File: src/rtl/spi_frame_scheduler_pkg.sv
// Purpose: shared constants for the SPI frame scheduler (FSM states, requester ids, frame width).
// Latency: n/a (declarations only).
// Backpressure: n/a.
package spi_frame_scheduler_pkg;

    localparam int FRAME_W = 16;

    // FSM state encoding
    localparam logic [2:0] ST_IDLE     = 3'd0;
    localparam logic [2:0] ST_FETCH    = 3'd1;
    localparam logic [2:0] ST_START    = 3'd2;
    localparam logic [2:0] ST_WAIT_END = 3'd3;
    localparam logic [2:0] ST_GAP      = 3'd4;

    // requester ids, also used as the round-robin "last granted" value
    localparam logic REQ_H = 1'b0;
    localparam logic REQ_L = 1'b1;

endpackage

File: src/rtl/spi_host_fifo.sv
// Purpose: synchronous FIFO buffering host frame words in front of the scheduler.
// Latency: a pushed word is visible (empty=0) the cycle after the push; pop_data is registered on pop.
// Backpressure: full is derived from registered occupancy only, so a pop never frees a slot in its own cycle.
// Ports: push/push_data (write side), pop/pop_data (read side), full/empty status flags.
module spi_host_fifo
    import spi_frame_scheduler_pkg::*;
#(
    parameter int DEPTH = 4
) (
    input  logic               clk_i,
    input  logic               rst_n,
    input  logic               push,
    input  logic [FRAME_W-1:0] push_data,
    input  logic               pop,
    output logic [FRAME_W-1:0] pop_data,
    output logic               full,
    output logic               empty
);
    localparam int AW = $clog2(DEPTH);
    localparam logic [AW:0] FULL_CNT = DEPTH[AW:0];

    logic [FRAME_W-1:0] mem [DEPTH];
    logic [AW-1:0]      wr_ptr;
    logic [AW-1:0]      rd_ptr;
    logic [AW:0]        count;
    logic               do_push;
    logic               do_pop;

    assign full    = (count == FULL_CNT);
    assign empty   = (count == '0);
    assign do_push = push & ~full;
    assign do_pop  = pop & ~empty;

    always_ff @(posedge clk_i) begin
        if (do_push) begin
            mem[wr_ptr] <= push_data;
        end
    end

    // Pointers wrap naturally because DEPTH is a power of two.
    always_ff @(posedge clk_i or negedge rst_n) begin
        if (!rst_n) begin
            wr_ptr   <= '0;
            rd_ptr   <= '0;
            count    <= '0;
            pop_data <= '0;
        end else begin
            if (do_push) begin
                wr_ptr <= wr_ptr + AW'(1);
            end
            if (do_pop) begin
                rd_ptr   <= rd_ptr + AW'(1);
                pop_data <= mem[rd_ptr];
            end
            case ({do_push, do_pop})
                2'b10:   count <= count + (AW+1)'(1);
                2'b01:   count <= count - (AW+1)'(1);
                default: count <= count;
            endcase
        end
    end

endmodule

File: src/rtl/spi_frame_scheduler.sv
// Purpose: round-robin arbiter/sequencer of 16-bit frames (host FIFO vs. LUT walker) onto one SPI serializer.
// Latency: host push -> spi_start in 2 cycles; lut_req -> spi_start in 3 cycles; GAP_CYCLES idle between frames.
// Backpressure: host_ready = FIFO not full; serializer holds us in WAIT_END until spi_end or TIMEOUT_CYCLES.
// Ports: host_valid/host_data/host_ready (host writes), lut_req/lut_len/lut_addr/lut_data/lut_busy/lut_done
//        (table walk), spi_start/spi_data/spi_end (serializer), err_timeout, frame_cnt (status).
module spi_frame_scheduler
    import spi_frame_scheduler_pkg::*;
#(
    parameter int FIFO_DEPTH     = 4,
    parameter int GAP_CYCLES     = 2,
    parameter int TIMEOUT_CYCLES = 4095
) (
    input  logic               clk_i,
    input  logic               rst_n,
    input  logic               host_valid,
    input  logic [FRAME_W-1:0] host_data,
    output logic               host_ready,
    input  logic               lut_req,
    input  logic [7:0]         lut_len,
    output logic [7:0]         lut_addr,
    input  logic [FRAME_W-1:0] lut_data,
    output logic               lut_busy,
    output logic               lut_done,
    output logic               spi_start,
    output logic [FRAME_W-1:0] spi_data,
    input  logic               spi_end,
    output logic               err_timeout,
    output logic [15:0]        frame_cnt
);
    localparam int TW = $clog2(TIMEOUT_CYCLES + 1);
    localparam int GW = $clog2(GAP_CYCLES + 1);

    logic [2:0]         state;
    logic               cur_src;
    logic               last_grant;
    logic [7:0]         lut_len_q;
    logic [FRAME_W-1:0] lut_word;
    logic [FRAME_W-1:0] fifo_word;
    logic [TW-1:0]      tmo_cnt;
    logic [GW-1:0]      gap_cnt;
    logic               fifo_full;
    logic               fifo_empty;
    logic               push;
    logic               req_h;
    logic               req_l;
    logic               grant_h;
    logic               grant_l;
    logic               lut_accept;
    logic               lut_zero;
    logic               frame_over;
    logic               last_word;

    assign host_ready = ~fifo_full;
    assign push       = host_valid & host_ready;
    assign req_h      = ~fifo_empty;
    assign req_l      = lut_busy & (lut_addr < lut_len_q);
    // Contention goes to whoever was not granted last.
    assign grant_l    = (state == ST_IDLE) & req_l & (~req_h | (last_grant == REQ_H));
    assign grant_h    = (state == ST_IDLE) & req_h & ~grant_l;
    assign lut_accept = lut_req & ~lut_busy;
    assign lut_zero   = lut_accept & (lut_len == 8'd0);
    assign frame_over = (state == ST_WAIT_END) &
                        (spi_end | (tmo_cnt >= TW'(TIMEOUT_CYCLES - 1)));
    assign last_word  = ((lut_addr + 8'd1) == lut_len_q);

    // Host words land in the FIFO's registered read port, LUT words in lut_word;
    // both settle before spi_start rises and stay put until the next grant.
    assign spi_data = (cur_src == REQ_H) ? fifo_word : lut_word;

    spi_host_fifo #(
        .DEPTH (FIFO_DEPTH)
    ) u_fifo (
        .clk_i     (clk_i),
        .rst_n     (rst_n),
        .push      (push),
        .push_data (host_data),
        .pop       (grant_h),
        .pop_data  (fifo_word),
        .full      (fifo_full),
        .empty     (fifo_empty)
    );

    always_ff @(posedge clk_i or negedge rst_n) begin
        if (!rst_n) begin
            state       <= ST_IDLE;
            cur_src     <= REQ_H;
            last_grant  <= REQ_H;   // so the first contention goes to the LUT
            lut_len_q   <= '0;
            lut_addr    <= '0;
            lut_busy    <= 1'b0;
            lut_done    <= 1'b0;
            lut_word    <= '0;
            spi_start   <= 1'b0;
            err_timeout <= 1'b0;
            frame_cnt   <= '0;
            tmo_cnt     <= '0;
            gap_cnt     <= '0;
        end else begin
            lut_done    <= 1'b0;
            err_timeout <= 1'b0;

            if (lut_accept) begin
                if (lut_len == 8'd0) begin
                    lut_done <= 1'b1;
                end else begin
                    lut_busy  <= 1'b1;
                    lut_len_q <= lut_len;
                    lut_addr  <= '0;
                end
            end

            case (state)
                ST_IDLE: begin
                    if (grant_l) begin
                        state      <= ST_FETCH;
                        cur_src    <= REQ_L;
                        last_grant <= REQ_L;
                    end else if (grant_h) begin
                        state      <= ST_START;
                        spi_start  <= 1'b1;
                        cur_src    <= REQ_H;
                        last_grant <= REQ_H;
                    end else if (lut_zero) begin
                        state   <= ST_GAP;
                        gap_cnt <= '0;
                    end
                end
                ST_FETCH: begin
                    lut_word  <= lut_data;
                    spi_start <= 1'b1;
                    state     <= ST_START;
                end
                ST_START: begin
                    // START is count 0 of the timeout window.
                    tmo_cnt <= TW'(1);
                    state   <= ST_WAIT_END;
                end
                ST_WAIT_END: begin
                    if (frame_over) begin
                        spi_start <= 1'b0;
                        state     <= ST_GAP;
                        gap_cnt   <= '0;
                        if (spi_end) begin
                            frame_cnt <= frame_cnt + 16'd1;
                        end else begin
                            err_timeout <= 1'b1;
                        end
                        if (cur_src == REQ_L) begin
                            if (last_word) begin
                                lut_addr <= '0;
                                lut_busy <= 1'b0;
                                lut_done <= 1'b1;
                            end else begin
                                lut_addr <= lut_addr + 8'd1;
                            end
                        end
                    end else begin
                        tmo_cnt <= tmo_cnt + TW'(1);
                    end
                end
                ST_GAP: begin
                    if (gap_cnt == GW'(GAP_CYCLES - 1)) begin
                        state <= ST_IDLE;
                    end else begin
                        gap_cnt <= gap_cnt + GW'(1);
                    end
                end
                default: state <= ST_IDLE;
            endcase
        end
    end

endmodule

File: config.mk
export PLATFORM = sky130hd
export DESIGN_NAME = spi_frame_scheduler
export DESIGN_NICKNAME = d
export VERILOG_FILES = /design/src/rtl/spi_frame_scheduler_pkg.sv /design/src/rtl/spi_host_fifo.sv /design/src/rtl/spi_frame_scheduler.sv
export SDC_FILE = /design/constraint.sdc
export NUM_CORES = 1
export LEC_CHECK = 0
export CAP_MARGIN = 20
export CORE_ASPECT_RATIO = 0.7
export CORE_UTILIZATION = 54
export CTS_BUF_LIST = sky130_fd_sc_hd__clkbuf_8
export CTS_CLUSTER_DIAMETER = 120
export DETAILED_ROUTE_END_ITERATION = 8
export DONT_BUFFER_PORTS = 1
export PLACE_DENSITY = 0.81
export REMOVE_ABC_BUFFERS = 1
export SLEW_MARGIN = 20
export SYNTH_ARGS = -nofsm -noshare
export SYNTH_HDL_FRONTEND = slang
export SYNTH_SLANG_ARGS = --single-unit
export TNS_END_PERCENT = 1
File: constraint.sdc
create_clock -name clk_i -period 3.58 [get_ports clk_i]
set_input_delay 0.537 -clock clk_i [delete_from_list [all_inputs] [get_ports clk_i]]
set_output_delay 0.537 -clock clk_i [all_outputs]
set_load 0.02 [all_outputs]
Word level (Yosys, flattened, before mapping)
Memories as Yosys holds them, arrays and structs flattened. A register that Yosys moved wholly into a read port is not among the register bits.
Cells that the tools add are included.

storage, ports and cells
  register bits = 77
  memories kept = 1
  memory bits (read-only) = 0
  word-level logic and storage cells = 124
  bits of input ports = 45
  bits in latches = 0
  memory bits (writable) = 64

cells by class
  div/mod/pow operators = 0
  equal/unequal tests = 18
  reductions and logical operators = 16
  magnitude comparators = 2
  bitwise operators = 19
  mux-type cells = 45
  shift-type cells = 0
  $mul = 0
  add/subtract/negate cells = 8

memory list
  memory      words  width  rd ports  clocked after Yosys merged registers in  wr ports  line                 RTL
  u_fifo.mem  4      16     1         1                                        1         spi_host_fifo.sv:22  logic [FRAME_W-1:0] mem [DEPTH];

operators by type and width
  cell                     count
  $mux W8                  6
  $pmux W12 S2             1
  $mux W1                  22
  $add A16 B1 Y16 const B  1
  $mux W16                 1
  $mux W3                  5
  $pmux W3 S5              1
  $ne A2 B2 Y1 const B     7
  $add A12 B1 Y12 const B  1
  $ge A12 B12 Y1 const B   1
  $mux W12                 1
  $and A1 B1 Y1            11
  $mux W2                  5
  $add A8 B1 Y8 const B    1
  $eq A8 B8 Y1             1
  $logic_not A8 Y1         1
  $lt A8 B8 Y1             1
  $add A2 B1 Y2 const B    3
  $eq A3 B2 Y1 const B     2
  $eq A3 B3 Y1 const B     2
  $logic_not A3 Y1         2
  $not A1 Y1               6
  $pmux W2 S3              1
  $pmux W3 S2              1
  16 further kinds         24

Depth between registers and ports, before layout
Gate-level depths: netlist (run 1).

  depth after elaboration = 9
  depth in mapped cells = 14

Cells and area by module
A second synthesis (run 1) with hierarchy kept.

second synthesis, totals
  cell total of the unflattened synthesis = 552
  area, all modules = 7103.1 um2

modules (own cells, without submodules)
  module               area an instance (um2)  times used  cells an instance
  spi_frame_scheduler  3744.8                  1           364
  spi_host_fifo        3358.2                  1           188

Worst setup path after synthesis (run 1)
Ideal clock, no wire load.

  path type = flip-flop to flip-flop
  start = register lut_addr[1]
  end = register u_fifo.count[2]
  cell stages (with the launch flop) = 14
  required time = 3.501 ns
  setup slack = 0.895 ns
  clock period less this slack = 2.685 ns
  arrival = 2.606 ns
  library setup time = 0.079 ns
  cell sequence = dfrtp_1 -> ha_1 -> nor2b_1 -> o21ai_0 -> a21oi_1 -> o31ai_1 -> a31oi_1 -> buf_2 -> ha_1 -> inv_1 -> fa_1 -> xor2_1 -> nor2_1 -> xor2_1

between the ends
  longest elaborated chain between the ends = 9
  elaborated cells between the ends (all ways) = 11
  those cells by class = order compare (1); eq/ne (2); mux (1); bitwise (6); reduce/logical (1)

ends and longest elaborated chain
  element                                                   line                        RTL
  from (decl)                                               spi_frame_scheduler.sv:20   output logic [7:0] lut_addr,
  from (signal assigned)                                    spi_frame_scheduler.sv:154  lut_addr <= lut_addr + 8'd1;
  $lt A8 B8 Y1 *                                            spi_frame_scheduler.sv:56   assign req_l = lut_busy & (lut_addr < lut_len_q);
  $and A1 B1 Y1 *                                           spi_frame_scheduler.sv:56
  $and A1 B1 Y1 * (2 in a row)                              spi_frame_scheduler.sv:58   assign grant_l = (state == ST_IDLE) & req_l & (~req_h | (last_grant == REQ_H));
  $not A1 Y1 *                                              spi_frame_scheduler.sv:59   assign grant_h = (state == ST_IDLE) & req_h & ~grant_l;
  $and A1 B1 Y1 *                                           spi_frame_scheduler.sv:59
  $and A1 B1 Y1 *                                           spi_host_fifo.sv:32         assign do_pop = pop & ~empty;
  net u_fifo.do_pop                                         spi_host_fifo.sv:27         logic do_pop;
  $eq A2 B1 Y1 / $eq A2 B2 Y1 (equally long branches)       spi_host_fifo.sv:55         case ({do_push, do_pop})
  $pmux W3 S2 / $reduce_bool A2 Y1 (equally long branches)  --
  to (signal assigned)                                      spi_host_fifo.sv:56         2'b10: count <= count + (AW+1)'(1);
  to (signal assigned)                                      spi_host_fifo.sv:57         2'b01: count <= count - (AW+1)'(1);
  to (signal assigned)                                      spi_host_fifo.sv:58         default: count <= count;
  to (decl)                                                 spi_host_fifo.sv:25         logic [AW:0] count;

Mark *: on every way through the listed nets, which the timed path passes. The rest lies on a longest branch.
A chain may end at the register's enable or synchronous reset.

Worst setup path after layout (run 1)
  start = register lut_addr[3]
  end = register u_fifo.count[2]

between the ends
  longest elaborated chain between the ends = 9
  elaborated cells between the ends (all ways) = 11
  those cells by class = order compare (1); eq/ne (2); mux (1); bitwise (6); reduce/logical (1)

ends and longest elaborated chain
  element                                                   line
  $lt A8 B8 Y1 *                                            spi_frame_scheduler.sv:56
  $and A1 B1 Y1 *                                           spi_frame_scheduler.sv:56
  $and A1 B1 Y1 * (2 in a row)                              spi_frame_scheduler.sv:58
  $not A1 Y1 *                                              spi_frame_scheduler.sv:59
  $and A1 B1 Y1 *                                           spi_frame_scheduler.sv:59
  $and A1 B1 Y1 *                                           spi_host_fifo.sv:32
  $eq A2 B1 Y1 / $eq A2 B2 Y1 (equally long branches)       spi_host_fifo.sv:55
  $pmux W3 S2 / $reduce_bool A2 Y1 (equally long branches)  --

Mark *: on every way between the ends. The rest lies on a longest branch, timed or not.

==> results.txt, run 1 <==
* Most numerous cell in the Yosys netlist: sky130_fd_sc_hd__dfrtp_1
- Power density relative to cell area: 814 nW/um^2
* Wirelength, routed: 13500 um
* Delay contributed by the slowest stage of the critical path: 0.59 ns
* Filler cells: 909
- Number of buffer and inverter stages on the critical path: 1
- Post-detail-place hpwl: 9330 um
- Net count of the finished layout: 583
- After routing, the total negative slack on setup checks comes to 0 ns.
- Hold slack: -0.0333 ns
- MaxCap Viol Count: 0
* CTS tree: yes
* Peak ir drop on the vdd network: 376 uV
- Die Outline Area: 13500 um^2
- Clock latency at the later pin of the worst-skew pair: 0.44 ns
* Post-CTS sizing: 0
* Crit path required time: 3.90 ns
- The final reports fail on DRC, hold timing.
- Placement-stage worst setup slack: 0.783 ns
- In the finished design, the share of the clock period the worst path needs comes to 0.782.
- Worst setup path endpoint: u_fifo.count[2]
* Kind of cell with the highest combined delay on the critical path: compound AO/OA/AOI/OAI gates
- Detailed routing inserted a total of 4126 vias.
- The endpoint identified for the worst register-to-register timing path is u_fifo.count[2].
- Top cells by area in the synthesized netlist: sky130_fd_sc_hd__dfrtp_1 (33%), sky130_fd_sc_hd__edfxtp_1 (27%), sky130_fd_sc_hd__mux2_2 (8.0%)
- Part of the power in combinational logic: 0.316
- From synthesis to final layout, the design area changed by 8.69%.
- Achievable clock frequency: 357 MHz
- In this run the static leakage power is 3.06 nW.
* Synth unique cells: 55
- CP Data Arrival Time: 3.12 ns
* FFs w/ async S/R, synth: 0.592
- In the post-route analysis, the smallest setup slack over all paths is 0.781 ns.
- The worst register-to-register path has a setup slack of 0.78 ns.
- In the final routed layout, each cell accounts on average for 19.4 um.
- Pins Over Slew Limit: 0
- In this run the critical register-to-register path is launched from lut_addr[3].
- The number of global-route vias before repair was 4377.
* Switching Fraction: 0.344
- Routability-driven placement finished with a final weighted congestion of 0.867.
- Number of DRC markers after the initial detailed-route iteration: 270
- Of the post-synthesis cell area, the dominant cell type holds 0.330.
- The number of clock buffers added by TritonCTS is 17.
- Setup repair after global routing left no endpoint under its margin.
- Fraction of power consumed by the clock network: 0.227
- Global-route wire length before repair: 22300 um
- Setup Skew: 0.0128 ns
* Final design utilization: 0.610
- Counting flops and latches in the post-synthesis netlist gives 157.
* Sum of internal, switching and leakage power: 0.00623 W
- The synthesized design contains 64 enable-type register cells.
- Counting cells, the worst reg-to-reg path comes to 12.
* Internal portion of total power: 0.00409 W
- CTS H-Tree Depth: 4
- Antenna diodes: 0
- Critical path startpoint: lut_addr[3]
- Run status: finished with violations
- In the routed design, unresolved DRC markers number 10.
- I/O pin total: 90
* Kind of start point of the critical path: register
- The average instance in the mapped netlist occupies 13.6 um^2.
- Root cell of the clock tree: sky130_fd_sc_hd__clkbuf_8
- Port bufs: 0
* Mapped Area: 7040 um^2
- Worst-Margin Slew: 0.917 ns
* Clock edge transition at the registers on the reported setup and hold paths: 0.08 ns
* Height of the die: 97.5 um
* Logic depth of the worst path, buffers included: 12
- Number of placement rows: 34
* Most used flip-flop cell after synthesis: sky130_fd_sc_hd__dfrtp_1
* Proportion of synthesized chip area in sequential cells: 0.603
* Maximum number of pins on one net before global-route repair: 94
- Final min period: 2.80 ns
- The share of total power dissipated in sequential elements is 0.457.
- Post-CTS setup buffer count: 0
- The initial antenna violation count came to 0.
* Rel. slew slack: 0.389
- Cell type with the highest aggregate area in the netlist: sky130_fd_sc_hd__dfrtp_1
* Hold-fix buffers at CTS: 1
- Share of post-route cells with drive strength above 1: 0.212
* Top cell types by occurrence after synthesis: sky130_fd_sc_hd__dfrtp_1 (93), sky130_fd_sc_hd__edfxtp_1 (64), sky130_fd_sc_hd__mux2_2 (50)
- The total overflow left after global routing is 0.
- The total area inside the core boundary comes to 12500 um^2.
- The critical path goes through ha_1 -> a21o_1 -> a21oi_1 -> nor2b_1 -> o31ai_1 -> a31oi_2 -> ha_1 -> inv_1 -> fa_1 -> xor2_1 -> nor2_1 -> xor2_1.
- Cells after Synth: 516
- Type of the tightest min-delay check: input pin to async pin
- Endpoints failing setup: 0
- Longest Clk Path Bufs: 2
- Initial Util: 0.561
* Slowest-stage cell, CP: sky130_fd_sc_hd__dfrtp_1
* Warning count from the yosys run: 0
- Across every metal layer, demand over resource in global routing totals 0.216.
- Total net switching power: 0.00214 W
- Category of the most critical setup path: register to register
* Per-cell via count in the routed design: 5.95
- Element type at the critical path end: register
- Post-route ant nets: 0
* 1st-pass router iterations: 7
* Clock sink count: 157
- Hold Violations, Final: 9
- Horizontal extent of the die: 138 um
- Critical path peak fanout: 11
sequential cells by signal, summed over array words and instances, names as in the netlist, 2 cells and up:
signal           cells
frame_cnt           16
gap_cnt              2
lut_addr             8
lut_len_q            8
lut_word            16
state                3
tmo_cnt             12
u_fifo.count         3
u_fifo.mem          64
u_fifo.pop_data     16
u_fifo.rd_ptr        2
u_fifo.wr_ptr        2
layer usage:
layer	vias to the layer above	share of wire	routed length, um	global-route usage
li1	1900	-	-	-
met1	2087	0.43	5850	0.283
met2	127	0.48	6450	0.342
met3	12	0.078	1050	0.0705
met4	0	0.0093	126	0.0726
met5	-	0	0	0
cell type report:
cell class                 count  area, um^2  share of cell area
sequential                   157        4250               0.555
clock buffer                  17         234              0.0306
multi-input combinational    312        2610               0.341
clock inverter                15         191              0.0250
tap                          162         203              0.0265
timing repair buffer           8        80.1              0.0105
inverter                      23        86.3              0.0113
power groups by stage:
stage / logic (W) / clock network [W] / registers, W
2_1_floorplan: 0.00153 / 0 / 0.00280
3_3_place_gp: 0.00188 / 0 / 0.00285
3_5_place_dp: 0.00196 / 0 / 0.00288
4_1_cts: 0.00200 / 0.00145 / 0.00285
5_1_grt: 0.00217 / 0.00151 / 0.00292
6_report: 0.00197 / 0.00142 / 0.00285
cells in the final DEF (no fill, tap or decap), types with 4 or more instances in the layout:
cell type,netlist,final
sky130_fd_sc_hd__nor2_1,29,29
sky130_fd_sc_hd__a21oi_1,9,9
sky130_fd_sc_hd__nor4_1,5,5
sky130_fd_sc_hd__inv_6,0,4
sky130_fd_sc_hd__mux2_2,50,50
sky130_fd_sc_hd__ha_1,18,18
sky130_fd_sc_hd__nand3_1,17,17
sky130_fd_sc_hd__nand2b_1,6,6
sky130_fd_sc_hd__o31ai_1,5,5
sky130_fd_sc_hd__bufinv_16,0,4
sky130_fd_sc_hd__xnor2_1,20,20
sky130_fd_sc_hd__buf_4,2,7
sky130_fd_sc_hd__xor2_1,17,17
sky130_fd_sc_hd__dfrtp_1,93,93
sky130_fd_sc_hd__and4_1,4,4
sky130_fd_sc_hd__inv_1,23,26
sky130_fd_sc_hd__mux4_2,16,16
sky130_fd_sc_hd__nand2_1,25,25
sky130_fd_sc_hd__nor3_1,14,13
sky130_fd_sc_hd__edfxtp_1,64,64
sky130_fd_sc_hd__nand4_1,8,8
sky130_fd_sc_hd__clkbuf_8,0,17
sky130_fd_sc_hd__and3_1,9,9
sky130_fd_sc_hd__o21ai_0,13,13
stage by stage:
stage	std cells	cell area [um^2]
floorplan	492	6930
global placement	661	7200
detailed placement	661	7200
CTS	694	7650
global route	694	7650
finish	694	7650
cells by family (layout without fill, tap and decap cells):
kind of cell | Yosys count | count (layout) | share of synthesized area
buffers and inverters | 47 | 63 | 0.0275
xor gates and xnor gates | 37 | 37 | 0.0460
adders and majority gates | 19 | 19 | 0.0348
and+or+nand+nor | 138 | 138 | 0.103
DFF | 157 | 157 | 0.603
muxes | 68 | 68 | 0.134
AOI/OAI and AO/OA | 50 | 50 | 0.0510
worst min path at each step:
stage	startpoint	slack [ns]	endpoint	depth (start not counted)
after global routing	rst_n	0.008	frame_cnt[15]	1
after CTS	rst_n	0.004	frame_cnt[13]	1
final	rst_n	-0.03	frame_cnt[11]	1
after global placement	rst_n	0.24	frame_cnt[15]	0
after detailed placement	rst_n	0.24	frame_cnt[15]	0
after floorplan	rst_n	0.24	err_timeout	0
No activity file was read; power rests on OpenSTA's default activity.
==> run 2, diff against run 1 <==
==> constraint.sdc (replaced) <==
create_clock -name clk_i -period 2.9 [get_ports clk_i]
set_input_delay 0.435 -clock clk_i [delete_from_list [all_inputs] [get_ports clk_i]]
set_output_delay 0.435 -clock clk_i [all_outputs]
set_load 0.02 [all_outputs]
==> run 2 against run 1 <==
  * The run ends with DRC left
  * Count of clock-buffer cells in the layout rose by 1
  * Sequential power rose by 21%
  * Final area rose by 1.0%
  * Setup slack got worse by 0.52 ns
  * Register-to-register slack got worse by 0.52 ns
  * Die area did not move
  * Clock skew fell by 0.0021 ns
  * Utilization rose by 0.64 points
  * Worst hold slack improved by 0.090 ns
  * Via count fell by 0.44%
  * First-iteration DRC count fell by 34%
  * Cell count rose by 1.6%
==> results.txt, run 2 (synthesized netlist as in run 1, its figures left out) <==
- Unrepaired setup endpoints after global routing: no
- The worst-case clock buffer depth is 2 (unchanged).
- Number of DRC markers after the initial detailed-route iteration: 179 (-34%)
* Maximum number of pins on one net before global-route repair: 94 (unchanged)
- Die Outline Area: 13500 um^2 (unchanged)
- CTS tree: yes
* Clock latency at the later pin of the worst-skew pair: 0.43 ns (about the same)
- Part of the power in combinational logic: 0.329 (+0.013)
- The detailed-route via count is 4108 (-0.44%).
* Initial antenna violation count: 0 (unchanged)
- The count of nets left with antenna violations after detail routing was 0 (unchanged).
- Cells on worst reg2reg path: 11 (-1)
- The clock network fraction of total power is 0.223 (-0.004).
- Final min period: 2.64 ns (-0.156 ns)
- Kind of cell with the highest combined delay on the critical path: compound AO/OA/AOI/OAI gates
* Hold_sp: spi_end
- The total of hold buffers inserted after clock tree synthesis is 2 (+1).
- The number of buffers created by CTS was 17 (unchanged).
- Category of the most critical setup path: register to register
* Slowest-stage cell, CP: sky130_fd_sc_hd__o31ai_1
- The residual overflow from global routing is 0 (unchanged).
- The share of final-layout standard cells stronger than drive strength 1 was 0.221 (+0.00859).
- The transition at the pin with the smallest max-transition slack came to 0.980 ns (+0.0633 ns).
* Violated checks: DRC
- The height of the die is 97.5 um (unchanged).
- The final-report hold violation count came to 0 (-9).
- Number of global-route vias before repair: 4285 (-2.1%)
- The area of the core came to 12500 um^2 (unchanged).
- Internal portion of total power: 0.00509 W (+25%)
* 1st-pass router iterations: 8 (+1)
* Layout Area Growth over Synthesis: 9.83%
* Number of design rule violations left after detail routing: 10 (unchanged)
- Post-CTS sizing: 0 (unchanged)
- Leaving out fill and tap cells, the most frequent cells in the layout are sky130_fd_sc_hd__dfrtp_1 (93), sky130_fd_sc_hd__edfxtp_1 (64), sky130_fd_sc_hd__mux2_2 (50).
- CP Data Arrival Time: 2.99 ns (-0.13 ns)
- Number of placement rows: 34 (unchanged)
- Element type at the critical path end: register
* Port bufs: 0 (unchanged)
- Walking the worst path, the cells encountered are inv_1 -> ha_1 -> a21o_1 -> a21oi_1 -> nor2b_1 -> o31ai_1 -> a31oi_2 -> ha_1 -> inv_1 -> fa_1 -> o21ai_0.
* Net count of the finished layout: 594 (+1.9%)
* Setup Skew: 0.0107 ns (-0.00215 ns)
* Antenna diodes: 0 (unchanged)
* Switching Fraction: 0.339 (-0.00464)
- Clock edge transition at the registers on the reported setup and hold paths: 0.08 ns (about the same)
- The deepest level of the CTS H-tree came to 4 (unchanged).
- The highest achievable clock rate is 378 MHz (+5.9%).
* Routed len/inst: 18.9 um (-2.6%)
- The first-pass GRT wire length is 22100 um (-0.99%).
- Kind of start point of the critical path: register
- The register with the most flip-flops in the final layout is u_fifo.mem.
- The worst register-to-register path begins at lut_len_q[4].
* Hold-critical path endpoint: err_timeout
- The utilization of the core after routing came to 0.616 (+0.00638).
- Share of total power in sequential cells: 0.448 (-0.009)
* Horizontal extent of the die: 138 um (unchanged)
- Delay contributed by the slowest stage of the critical path: 0.42 ns (-0.17 ns)
- The path class of the tightest hold or removal check is input pin to register.
- The number of primary I/O pins is 90 (unchanged).
- Total net switching power: 0.00262 W (+22%)
- The endpoint identified for the worst register-to-register timing path is u_fifo.count[1].
- Pins Over Slew Limit: 0 (unchanged)
- The headroom to the max-slew limit is 0.347 (-0.0422).
- The total buffers and inverters traversed by the critical path is 2 (+1).
- The flip-flop count of the largest register after layout is 64 (unchanged).
- Global-route total usage across every layer: 0.216 (about the same)
- The effective utilization at floorplan was 0.561 (unchanged).
- Routability Congestion: 0.875 (+0.85%)
* Post-CTS setup buffer count: 0 (unchanged)
- Endpoints failing setup: 0 (unchanged)
- Clock sink count: 157 (unchanged)
- The reported leakage power was 3.12 nW (+1.8%).
* Power density relative to cell area: 996 nW/um^2 (+22%)
- The peak fanout along the critical path is 3 (-8).
* Per-cell via count in the routed design: 5.83 (-2.0%)
- Period utilisation layout: 0.911 (+0.129)
- The root buffer cell chosen for the clock tree is sky130_fd_sc_hd__clkbuf_8.
- Peak ir drop on the vdd network: 460 uV (+22%)
- Setup slack, reg-to-reg: 0.26 ns (-0.52 ns)
- The library cell used most frequently in the layout, excluding fill and tap cells, is sky130_fd_sc_hd__dfrtp_1.
- Run status: finished with violations
- MaxCap Viol Count: 0 (unchanged)
* Wirelength, routed: 13300 um (-1.0%)
- Hold slack: 0.0569 ns (+0.0902 ns)
* Cell count of the worst hold path: 1
* Post-detail-place hpwl: 9210 um (-1.3%)
* Crit path required time: 3.25 ns (-0.65 ns)
## run 2: how the worst max path moves through the flow
stage,startpoint,depth (start not counted),endpoint
after floorplan,lut_addr[4],12,u_fifo.count[2]
after global placement,lut_len_q[4],13,u_fifo.count[2]
after detailed placement,lut_len_q[4],13,u_fifo.count[2]
after CTS,lut_len_q[4],11,u_fifo.count[1]
after global routing,lut_len_q[4],11,u_fifo.count[1]
final,lut_len_q[4],11,u_fifo.count[1]
## run 2: power groups by stage
stage	sequential, W	clock (W)	combinational [W]
after floorplan	0.00346	0	0.00189
after detailed placement	0.00350	0	0.00252
final	0.00345	0.00172	0.00254
after global routing	0.00355	0.00185	0.00278
after global placement	0.00345	0	0.00242
after CTS	0.00346	0.00176	0.00257
## run 2: cell type report
type | instances | area, um^2
fill | 914 | 4820
sequential | 157 | 4250
inverter | 23 | 86.3
clock inverter | 14 | 178
timing repair buffer | 19 | 165
tap | 162 | 203
multi-input combinational | 312 | 2610
clock buffer | 18 | 248
## run 2: worst register-to-register path: cells and delay by family (launching register included)
kind | cells | cell delay [ns]
AOI/OAI and AO/OA | 5 | 1.06
adders and majority gates | 3 | 0.94
DFF | 1 | 0.37
buffers and inverters | 2 | 0.13
and+or+nand+nor | 1 | 0.06
## run 2: stage by stage
step	area (um^2)	total power, W	TNS [ns]	std cells	setup WS (ns)
floorplan	6930	0.00534	-1.16	492	-0.622
global placement	7270	0.00588	0	671	0.356
detailed placement	7270	0.00602	0	671	0.293
CTS	7730	0.00778	0	705	0.241
global route	7730	0.00818	0	705	0.0260
finish	7730	0.00771	0	705	0.257
## run 2: metal layers
layer / wire [um] / track usage
met1: 5960 / 0.288
met2: 6150 / 0.335
met3: 1080 / 0.0803
met4: 148 / 0.0588
met5: 0 / 0
==> run 3, diff against run 2 <==
--- a/config.mk
+++ b/config.mk
@@ -12,9 +12,10 @@
 export CTS_CLUSTER_DIAMETER = 120
 export DETAILED_ROUTE_END_ITERATION = 8
 export DONT_BUFFER_PORTS = 1
+export GPL_TIMING_DRIVEN = 1
 export PLACE_DENSITY = 0.81
 export REMOVE_ABC_BUFFERS = 1
-export SLEW_MARGIN = 20
+export SLEW_MARGIN = 0
 export SYNTH_ARGS = -nofsm -noshare
 export SYNTH_HDL_FRONTEND = slang
 export SYNTH_SLANG_ARGS = --single-unit
==> results of run 3 <==
No change in the layout: final DEF, timing and power equal those of run 2.
